## config.mk

```make
export PLATFORM = sky130hd
export DESIGN_NAME = gpio_debounce
export DESIGN_NICKNAME = d
export VERILOG_FILES = /design/src/rtl/gpio_debounce.sv
export SDC_FILE = /design/constraint.sdc
export NUM_CORES = 1
export LEC_CHECK = 0
export CAP_MARGIN = 20
export CORE_MARGIN = 3
export CORE_UTILIZATION = 57
export CTS_CLUSTER_SIZE = 40
export DETAILED_ROUTE_END_ITERATION = 8
export GPL_TIMING_DRIVEN = 0
export PLACE_DENSITY = 0.82
export SLEW_MARGIN = 5
export SYNTH_ARGS = -nofsm -noshare
export SYNTH_HDL_FRONTEND = slang
export SYNTH_SLANG_ARGS = --single-unit
```

## constraint.sdc

```tcl
create_clock -name clk_i -period 3.15 [get_ports clk_i]
set_input_delay 0.63 -clock clk_i [delete_from_list [all_inputs] [get_ports clk_i]]
set_output_delay 0.63 -clock clk_i [all_outputs]
set_load 0.01 [all_outputs]
```

## src/rtl/gpio_debounce.sv

```systemverilog
// Two-flop synchroniser plus tick-based debouncer for board inputs, with
// registered per-bit rise/fall pulses and a combined change flag.
module gpio_debounce #(
  parameter int unsigned      Width       = 14,
  parameter int unsigned      TickCycles  = 30_000,
  parameter int unsigned      StableTicks = 8,
  parameter logic [Width-1:0] ResetValue  = '0
) (
  input  logic             clk_i,
  input  logic             rst_ni,
  input  logic [Width-1:0] pad_i,
  input  logic             bypass_i,
  output logic [Width-1:0] out_o,
  output logic [Width-1:0] rise_o,
  output logic [Width-1:0] fall_o,
  output logic             change_o
);

  localparam int unsigned   PW      = (TickCycles > 1) ? $clog2(TickCycles) : 1;
  localparam int unsigned   CW      = $clog2(StableTicks + 1);
  localparam logic [PW-1:0] TickMax = PW'(TickCycles - 1);
  localparam logic [CW-1:0] CntMax  = CW'(StableTicks - 1);

  logic [Width-1:0] sync1_q, sync2_q;
  logic [PW-1:0]    presc_q;
  logic             tick;
  logic [CW-1:0]    cnt_q [Width];
  logic [CW-1:0]    cnt_d [Width];
  logic [Width-1:0] out_d;

  // Sync flops reset to ResetValue so reset release never looks like an edge.
  always_ff @(posedge clk_i or negedge rst_ni) begin
    if (!rst_ni) begin
      sync1_q <= ResetValue;
      sync2_q <= ResetValue;
    end else begin
      sync1_q <= pad_i;
      sync2_q <= sync1_q;
    end
  end

  assign tick = (presc_q == TickMax);

  always_ff @(posedge clk_i or negedge rst_ni) begin
    if (!rst_ni) begin
      presc_q <= '0;
    end else if (tick) begin
      presc_q <= '0;
    end else begin
      presc_q <= presc_q + PW'(1);
    end
  end

  always_comb begin
    out_d = out_o;
    for (int unsigned i = 0; i < Width; i++) begin
      cnt_d[i] = cnt_q[i];
      if (bypass_i) begin
        cnt_d[i] = '0;
        out_d[i] = sync2_q[i];
      end else if (sync2_q[i] == out_o[i]) begin
        cnt_d[i] = '0;
      end else if (tick) begin
        if (cnt_q[i] == CntMax) begin
          out_d[i] = sync2_q[i];
          cnt_d[i] = '0;
        end else begin
          cnt_d[i] = cnt_q[i] + CW'(1);
        end
      end
    end
  end

  // Edge flags are derived from the next-state value so they line up with
  // the first cycle out_o shows the new level.
  always_ff @(posedge clk_i or negedge rst_ni) begin
    if (!rst_ni) begin
      out_o    <= ResetValue;
      rise_o   <= '0;
      fall_o   <= '0;
      change_o <= 1'b0;
      for (int unsigned i = 0; i < Width; i++) begin
        cnt_q[i] <= '0;
      end
    end else begin
      out_o    <= out_d;
      rise_o   <= ~out_o & out_d;
      fall_o   <= out_o & ~out_d;
      change_o <= |(out_o ^ out_d);
      for (int unsigned i = 0; i < Width; i++) begin
        cnt_q[i] <= cnt_d[i];
      end
    end
  end

endmodule
```

* After elaboration in Yosys (flattened, before gate mapping)
Cells that the tools add are included.
W data, S select, Z words.
** Cells by class
- Add/subtract/negate cells :: 15
- Shift-type cells :: 0
- Multiply operators :: 0
- Reductions and logical operators :: 15
- Mux-type cells :: 113
- Equal/unequal tests :: 29
- Bitwise gates (word level) :: 5
- Magnitude comparators :: 0
- Divide/modulo/power cells :: 0
** Operators with widths (number)
- $mux W4 :: 56
- $add A4 B1 Y4 const B :: 14
- $eq A4 B3 Y1 const B :: 14
- $mux W1 :: 56
- $reduce_bool A3 Y1 :: 14
- $and A14 B14 Y14 :: 2
- $not A14 Y14 :: 2
- $add A15 B1 Y15 const B :: 1
- $eq A15 B15 Y1 const B :: 1
- $mux W15 :: 1
- $eq A1 B1 Y1 :: 14
- $reduce_or A14 Y1 :: 1
- $xor A14 B14 Y14 :: 1
** Word-level totals
- Bits of input ports :: 17
- Memories kept :: 0
- Memory bits (writable) :: 0
- Register bits :: 142
- Logic and storage cells :: 198
- Bits in read-only memories :: 0
- Latch bits :: 0

* Longest topological paths before layout
Gate-level depths: netlist (run 1).
- Depth after elaboration :: 7
- Gate-level depth with buffers :: 9
- Gate-level depth less buffers :: 8

* Worst setup path before layout (run 1)
Ideal clock, no wire load.
- Kind :: register to register
- Start :: reg presc_q[0]
- End :: reg change_o
- Path buffers :: 1
- Arrival :: 2.766 ns
- Path slack :: 0.246 ns
- Data required time :: 3.011 ns
- Stages on the path, launching flop included :: 10
- Period minus slack after synthesis :: 2.904 ns
- Cells stage by stage :: dfrtp_1 ha_1 nand4_1 nor4_2 buf_2 a21oi_1 mux2_2 ha_1 nand4_1 or4_1
** Between the ends
- Word-level cells in the longest chain between the ends :: 6
- Elaborated cells between the ends (all ways) :: 45
- Classes of those cells :: eq/ne: 1; mux: 42; bitwise: 1; reduce/logical: 1
** Ends and longest elaborated chain
- from (decl) :: RTL line 25 : logic [PW-1:0] presc_q;
- from (signal assigned) :: RTL line 50 : presc_q <= presc_q + PW'(1);
- $eq A15 B15 Y1 :: RTL line 42 : assign tick = (presc_q == TickMax);
- $mux W1 :: RTL line 63 : end else if (tick) begin
- $mux W1 :: RTL line 61 : end else if (sync2_q[i] == out_o[i]) begin
- $mux W1 :: RTL line 58 : if (bypass_i) begin
- via out_d[12] :: RTL line 29 : logic [Width-1:0] out_d;
- $xor A14 B14 Y14 :: RTL line 89 : change_o <= |(out_o ^ out_d);
- $reduce_or A14 Y1 :: RTL line 89
- to (signal assigned) :: RTL line 89
- to (decl) :: RTL line 16 : output logic change_o
The timed path passes the listed nets, and every way through them passes these cells.
A chain may end at the register's enable or synchronous reset.

* Final worst setup path (run 1)
Ends and elaborated chain as after synthesis.

==> impl_metrics.tcl, run 1 <==
set metrics [dict create \
    status "complete, no violations" \
    route.vias.total 4625 \
    ir_drop_uv 426 \
    synth-edff-count 0 \
    min_period_over_period_pct 95.5 \
    drv_slew 0 \
    htree_levels 4 \
    timing.final.ws_setup_ns 0.141 \
    syn-instance-count 566 \
    root_buffer "clkbuf_8" \
    grt_max_degree 73 \
    setup_viol 0 \
    ys_ff_latch 142 \
    pre_cts_slack_ns -0.448 \
    drive_above_1_share_pct 8.81 \
    ys_types 29 \
    drtIter0Drc 269 \
    first_pass_iters 5 \
    synth_ff_type "dfrtp_1" \
    postSynth.asyncResetShare_pct 100 \
    die-area_um2 12200 \
    p_per_area_nw_per_um2 579 \
    netlist.top_cell.by_area "dfrtp_1" \
    rows 37 \
    track_usage_pct 23.7 \
    synth_nets 626 \
    hold_buffers 0 \
    slew_headroom_pct 53.9 \
    ant_nets 0 \
    fin_area_um2 7680 \
    wl_per_cell_um 17.3 \
    post-route-min-period_ns 3.01 \
    hold_viol 0 \
    critPathLaunchType "flop" \
    cts_inserted_buffers 17 \
    fmax_ghz 0.332 \
    crit_path_max_fanout 16 \
    insertion_delay_ns 0.53 \
    cp-end-kind "flop" \
    final_core_util_pct 73.4 \
    syn2layout_area_growth_pct 23.1 \
    cp.required_ns 3.54 \
    io_pins 60 \
    cts.sinks 142 \
    ys_seq_area_share_pct 57.0 \
    clock_path_buffers 2 \
    synthTopCellsByArea "dfrtp_1 57%, ha_1 8.6%, a21oi_1 5.6%" \
    cts_tree "done" \
    nNetsFinal 705 \
    leakage_nw 3.40 \
    cap_violations 0 \
    die_w_um 111 \
    slowest_delay_ns 0.56 \
    grt_pass1_vias 4876 \
    portBuffers 58 \
    finalClockSkew_ns 0.00492 \
    placed_area_um2 7030 \
    antenna_cells 0 \
    final-instance-count-excl-fill 794 \
    critPathArrivalTime_ns 3.40 \
    gp_congestion 0.820 \
    rsz0062_at_grt "no" \
    path_class "reg -> reg" \
    dp.cells 762 \
    path_cells "ha_1 > nand4_1 > nor4_4 > buf_6 > a21oi_1 > mux2_2 > ha_1 > nand4_1 > or4_1" \
    tightest_slew_ns 0.691 \
    wirelength_um 13700 \
    synth_top_area_share_pct 57.0 \
    drc 0 \
    start_util_pct 59.6 \
    yosys_warnings 0 \
    grt_overflow 0 \
    vias_per_cell 5.82 \
    hpwl_um 8990 \
    path_clk_slew_ns 0.06 \
    die_h_um 111 \
    antenna_found_initial 0 \
    core_um2 10500 \
    grt_pass1_wl_um 23300 \
    crit_path_top_delay_cell "or4_1" \
    syn_area_per_cell_um2 11.0 \
    synthesis.area_um2 6240 \
    hp-class "in -> async" \
]
==> per-layer routing <==
metal | wire length [um] | track usage (%) | up-vias
li1 | - | - | 2101
met1 | 5470 | 29.0 | 2327
met2 | 7040 | 38.1 | 160
met3 | 827 | 7.40 | 37
met4 | 392 | 11.6 | 0
met5 | 0 | 0 | -
==> flip-flops by register name, indices dropped and copies added, names as in the netlist <==
signal and count:
fall_o 14, change_o 1, presc_q 15, rise_o 14, cnt_q 56, out_o 14
sync2_q 14, sync1_q 14
==> report_power, final <==
group          internal [mW]  leakage [nW]  switching [mW]
sequential              1.90          1.84          0.0535
clock                   1.39         0.309           0.742
combinational          0.182          1.26           0.183
total                   3.47          3.40           0.979
==> cells in the final DEF (no fill, tap or decap), drive strengths merged, types with 6 or more instances in the layout <==
cell / netlist / final
o21ai: 28 / 28
mux2: 14 / 14
nand2: 59 / 59
xnor2: 9 / 9
clkdlybuf4s50: 0 / 57
xor2: 18 / 18
mux2i: 14 / 14
a21oi: 70 / 70
or4: 16 / 16
or3: 28 / 28
nand3: 19 / 19
nand2b: 14 / 14
inv: 31 / 31
clkbuf: 12 / 34
nand4: 6 / 6
nor2: 27 / 27
buf: 5 / 8
ha: 43 / 43
dfrtp: 142 / 142
==> synth_stat cells (2+ instances only) <==
| cell | instances |
|---|---|
| nand4_1 | 6 |
| inv_1 | 31 |
| buf_6 | 2 |
| nand3_1 | 19 |
| nand2_1 | 59 |
| mux2_2 | 14 |
| nor4_1 | 3 |
| xnor2_1 | 9 |
| or4_1 | 15 |
| o21ai_0 | 28 |
| or3_1 | 28 |
| a21oi_1 | 70 |
| nand2b_1 | 14 |
| buf_2 | 3 |
| mux2i_1 | 14 |
| clkbuf_1 | 11 |
| nor3_1 | 2 |
| nor2_1 | 27 |
| dfrtp_1 | 142 |
| ha_1 | 43 |
| xor2_1 | 18 |
==> logic make-up after synthesis <==
kind of cell | after synthesis | share of synthesized area (%)
simple gates | 180 | 14.8
xor+xnor | 27 | 3.79
flops | 142 | 57.0
compound gates | 98 | 7.86
buf+inv | 48 | 3.21
mux | 28 | 4.77
fa+ha+maj | 43 | 8.62
==> final cells by class <==
type,count,area [um^2]
plain buffers,16,78.8
clock buffers,22,483
clock inverters,10,158
fillers,715,2780
inverters,31,116
multi-input cells,376,2490
flip-flops and latches,142,3550
well taps,136,170
repair buffers,61,628
==> critical path: cells and delay by family (launching register included) <==
kind            cells  cell delay (ns)
compound gates      1             0.14
fa+ha+maj           2             0.53
buf+inv             1             0.26
flops               1             0.40
mux                 1             0.33
simple gates        4             1.20
==> worst paths after layout <==
path                       slack (ns)  cells past startpoint                     to            startpoint
max in group asynchronous        2.28                      2  sync2_q[10]$_DFF_PN0_                rst_ni
setup / recovery                 0.14                      9     change_o$_DFF_PN0_  presc_q[0]$_DFF_PN0_
min in group clk_i               0.35                      0   sync2_q[6]$_DFF_PN0_  sync1_q[6]$_DFF_PN0_
hold reg to reg                  0.35                      0   sync2_q[6]$_DFF_PN0_  sync1_q[6]$_DFF_PN0_
hold / removal                   0.09                      1    rise_o[7]$_DFF_PN0_                rst_ni
setup reg to reg                 0.14                      9     change_o$_DFF_PN0_  presc_q[0]$_DFF_PN0_
==> what timing repair did <==
| action | CTS | global route |
|---|---|---|
| pin swaps | 1 | 0 |
| setup buffers | 1 | 0 |
| gates resized for setup | 1 | 1 |
| endpoints found under the setup margin | 1 | 1 |
==> through the flow <==
stage / TNS, ns / power (mW) / hold slack, ns
global placement: -558.15 / 2.33 / 0.333
finish: 0 / 4.44 / 0.0881
CTS: 0 / 4.47 / 0.122
detailed placement: -0.448 / 2.35 / 0.336
floorplan: 0 / 2.12 / 0.331
global route: 0 / 4.60 / 0.148
No activity file was read; power rests on OpenSTA's default activity.
==> inputs of run 2 (changes only) <==
Settings changed: CORE_UTILIZATION 57 to 55, PLACE_DENSITY 0.82 to 0.79.
==> impl_metrics.tcl, run 2 (synthesis results as in run 1) <==
set metrics [dict create \
    status "complete, no violations" \
    hpwl_um 8730 \
    layout_common_cells "142 x dfrtp_1, 70 x a21oi_1, 59 x nand2_1, 57 x clkdlybuf4s50_1, 43 x ha_1" \
    cap_violations 0 \
    ir_drop_uv 298 \
    regMostFlops "cnt_q" \
    track_usage_pct 22.6 \
    drive_above_1_share_pct 8.66 \
    gp_congestion 0.807 \
    min_period_over_period_pct 96.3 \
    whs_ns 0.143 \
    die-area_um2 12700 \
    hold_buffers 0 \
    hp-class "in -> async" \
    grt_pass1_wl_um 22700 \
    wl_per_cell_um 16.6 \
    syn2layout_area_growth_pct 22.1 \
    leakage_nw 3.37 \
    portBuffers 58 \
    cp-end-kind "flop" \
    antenna_cells 0 \
    crit_path_max_fanout 16 \
    antenna_found_initial 0 \
    ant_nets 0 \
    drtIter0Drc 335 \
    wirelength_um 13200 \
    finalPower_mw 4.25 \
    htree_levels 4 \
    critPathArrivalTime_ns 3.30 \
    tightest_slew_ns 0.677 \
    grt_pass1_vias 4642 \
    io_pins 60 \
    largest_reg_flops 56 \
    fin_area_um2 7620 \
    clock_path_buffers 2 \
    drc 0 \
    nNetsFinal 705 \
    fmax_ghz 0.330 \
    largestRegisters "cnt_q (56), presc_q (15)" \
    grt_overflow 0 \
    cts_tree "done" \
    die_w_um 113 \
    setup_viol 0 \
    path_class "reg -> reg" \
    dp.cells 766 \
    critPathLaunchType "flop" \
    layout_commonest_cell "dfrtp_1" \
    cts.sinks 142 \
    placed_area_um2 7030 \
    grt_max_degree 96 \
    route.vias.total 4513 \
    cp.required_ns 3.42 \
    finalClockSkew_ns 0.00746 \
    root_buffer "clkbuf_16" \
    first_pass_iters 5 \
    p_per_area_nw_per_um2 558 \
    post-route-min-period_ns 3.03 \
    insertion_delay_ns 0.42 \
    die_h_um 113 \
    path_clk_slew_ns 0.06 \
    start_util_pct 56.8 \
    rows 38 \
    final-instance-count-excl-fill 798 \
    hold_viol 0 \
    vias_per_cell 5.66 \
    core_um2 11000 \
    cts_inserted_buffers 17 \
    final_core_util_pct 69.4 \
    drv_slew 0 \
    slew_headroom_pct 54.9 \
    rsz0062_at_grt "no" \
]
[run 2: worst max-delay path, stage by stage (launching register included)]
cell	delay, ns
dfrtp_1	0.39
ha_1	0.22
nand4_1	0.26
nor4_4	0.26
buf_6	0.25
a21oi_1	0.15
mux2_2	0.35
ha_1	0.29
nand4_1	0.18
or4_1	0.55
[run 2: cell type report]
type,count,area [um^2]
flip-flops and latches,142,3550
fillers,798,3360
multi-input cells,376,2490
repair buffers,61,628
clock buffers,18,429
well taps,140,175
clock inverters,14,145
inverters,31,116
plain buffers,16,78.8
[run 2: what timing repair did]
action | CTS | global route
setup buffers | 1 | 0
cloned | 0 | 0
setup endpoints to repair | 1 | 1
gates resized for setup | 1 | 1
hold endpoints to repair | 0 | 0
pin swaps | 1 | 0
[run 2: path summary, 6_finish.rpt]
kind,from,endpoint,slack [ns],cells past startpoint
worst max-delay path,presc_q[0]$_DFF_PN0_,change_o$_DFF_PN0_,0.12,9
worst min-delay path,rst_ni,sync2_q[7]$_DFF_PN0_,0.14,1
worst max register to register,presc_q[0]$_DFF_PN0_,change_o$_DFF_PN0_,0.12,9
worst min register to register,sync1_q[6]$_DFF_PN0_,sync2_q[6]$_DFF_PN0_,0.35,0
max in group asynchronous,rst_ni,out_o[2]$_DFF_PN0_,2.21,2
min in group clk_i,sync1_q[6]$_DFF_PN0_,sync2_q[6]$_DFF_PN0_,0.35,0
[run 2: through the flow]
step | worst slack [ns] | setup TNS (ns)
after floorplan | 0.246 | 0
after global placement | -4.05 | -574.31
after detailed placement | -0.456 | -0.456
after CTS | 0.133 | 0
after global routing | 0.00712 | 0
final | 0.118 | 0
[run 2: per-layer routing]
layer | global-route usage [%] | vias up | wire (um)
met4 | 9.05 | 0 | 339
met3 | 5.98 | 32 | 719
met2 | 35.9 | 152 | 6560
li1 | - | 2101 | -
met1 | 29.9 | 2228 | 5620
met5 | 0 | - | 0
[run 2: power by group]
| part | leakage [nW] | internal, mW | switching [mW] |
|---|---|---|---|
| Clock | 0.272 | 1.16 | 0.776 |
| Sequential | 1.84 | 1.90 | 0.0537 |
| Combinational | 1.26 | 0.182 | 0.182 |
==> inputs of run 3 (changes only) <==
Settings changed: CORE_MARGIN 3 to 2.
==> impl_metrics.tcl, run 3 (synthesis results as in run 1) <==
set metrics [dict create \
    drtIter0Drc 258 \
    drv_slew 0 \
    clock_path_buffers 2 \
    min_period_over_period_pct 94.2 \
    die_h_um 111 \
    route.vias.total 4534 \
    crit_path_max_fanout 10 \
    ant_nets 0 \
    rsz0062_at_grt "no" \
    critPathArrivalTime_ns 3.24 \
    ir_drop_uv 362 \
    path_cells "clkbuf_1 > clkbuf_1 > a21oi_1 > mux2_2 > ha_1 > nand4_1 > or4_1" \
    cap_violations 0 \
    fin_setup_tns_ns 0 \
    vias_per_cell 5.70 \
    fin_area_um2 7660 \
    wl_per_cell_um 16.8 \
    crit_path_frequent_cell "clkbuf_1" \
    dp.cells 766 \
    finalClockSkew_ns 0.00802 \
    cp_top_family "buffers and inverters" \
    p_switching_mw 0.980 \
    cp-end-kind "flop" \
    insertion_delay_ns 0.42 \
    regMostFlops "cnt_q" \
    power.share.combinational_pct 8.3 \
    whs_ns 0.160 \
    p_int_mw 3.41 \
    final-instance-count-excl-fill 796 \
    hp-class "in -> async" \
    crit_path_top_delay_cell "clkbuf_1" \
    drive_above_1_share_pct 8.38 \
    path_class "in -> reg" \
    rows 38 \
    p_per_area_nw_per_um2 574 \
    post-route-min-period_ns 2.97 \
    die_w_um 111 \
    first_pass_iters 5 \
    track_usage_pct 23.4 \
    layout_commonest_cell "dfrtp_1" \
    gp_congestion 0.791 \
    grt_pass1_wl_um 22800 \
    critPathLaunchType "input port" \
    clkPwrFrac_pct 47.4 \
    die-area_um2 12200 \
    drc 0 \
    hold_viol 0 \
    leakage_nw 3.39 \
    path_clk_slew_ns 0.06 \
    status "complete, no violations" \
    fmax_ghz 0.337 \
    core_um2 10900 \
    cts_tree "done" \
    cts_inserted_buffers 17 \
    layout_common_cells "142 x dfrtp_1, 70 x a21oi_1, 59 x nand2_1, 57 x clkdlybuf4s50_1, 43 x ha_1" \
    grt_overflow 0 \
    cp.required_ns 3.42 \
    largestRegisters "cnt_q (56), presc_q (15)" \
    root_buffer "clkbuf_16" \
    grt_max_degree 90 \
    io_pins 60 \
    hpwl_um 8670 \
    wirelength_um 13300 \
    seq_power_share_pct 44.4 \
    htree_levels 4 \
    grt_pass1_vias 4805 \
    tightest_slew_ns 0.705 \
    syn2layout_area_growth_pct 22.7 \
    antenna_found_initial 0 \
    cts.sinks 142 \
    start_util_pct 57.0 \
    portBuffers 58 \
    setup_viol 0 \
    placed_area_um2 7030 \
    nNetsFinal 705 \
    slowest_delay_ns 0.56 \
    slew_headroom_pct 53.0 \
    largest_reg_flops 56 \
    antenna_cells 0 \
    worst-path-buf-inv 2 \
    swShare_pct 22.3 \
]
run 3: changes by cell type in the layout (fill, tap and decap cells not counted), sizes merged:
cell / delta
bufinv: +2
inv: -1
clkinv: -2
clkbuf: +1
clkinvlp: -2
run 3: metrics by stage:
stage	power [mW]	util, %	worst slack [ns]
final	4.39	70.0	0.182
after global routing	4.54	70.0	0.0452
after CTS	4.41	70.0	0.186
after detailed placement	2.34	64.3	-0.370
after global placement	2.33	64.0	-4.01
after floorplan	2.12	-	0.246
run 3: worst paths after layout:
path / from / to / slack [ns] / cells after the start
worst max-delay path: bypass_i / change_o$_DFF_PN0_ / 0.18 / 7
worst min-delay path: rst_ni / presc_q[4]$_DFF_PN0_ / 0.16 / 1
worst max register to register: presc_q[0]$_DFF_PN0_ / change_o$_DFF_PN0_ / 0.21 / 9
worst min register to register: sync1_q[2]$_DFF_PN0_ / sync2_q[2]$_DFF_PN0_ / 0.35 / 0
max in group asynchronous: rst_ni / sync1_q[5]$_DFF_PN0_ / 2.19 / 2
min in group clk_i: sync1_q[2]$_DFF_PN0_ / sync2_q[2]$_DFF_PN0_ / 0.35 / 0
run 3: timing repair:
action                     4_1_cts  5_1_grt
setup buffers                    1        0
setup endpoints to repair        1        1
resized for setup                1        1
hold buffers                     0        0
pin swaps                        1        0
run 3: worst register-to-register path, cell delays in order, from the launching register on:
cell and delay [ns]:
dfrtp_1 0.39, ha_1 0.22, nand4_1 0.22, nor4_4 0.22, buf_6 0.24, a21oi_1 0.15, mux2_2 0.33, ha_1 0.28
nand4_1 0.17, or4_1 0.55
run 3: layer usage:
metal	vias to the layer above	part of all wire, %	track usage (%)
met1	2251	42	29.7
met4	0	2.9	10.7
met3	37	5.1	5.76
met2	136	50	38.2
li1	2110	-	-
met5	-	0	0
run 3: power groups by stage:
stage               clock [mW]  combinational [mW]  sequential, mW
global placement             0               0.351            1.98
floorplan                    0               0.121            2.00
global route              2.17               0.403            1.96
detailed placement           0               0.364            1.98
CTS                       2.09               0.370            1.95
finish                    2.08               0.363            1.95
run 3: cell type report:
type / count / area [um^2]
multi-input cells: 376 / 2490
plain buffers: 16 / 78.8
repair buffers: 61 / 628
well taps: 140 / 175
flip-flops and latches: 142 / 3550
fillers: 796 / 3280
inverters: 31 / 116
clock buffers: 19 / 443
clock inverters: 11 / 168
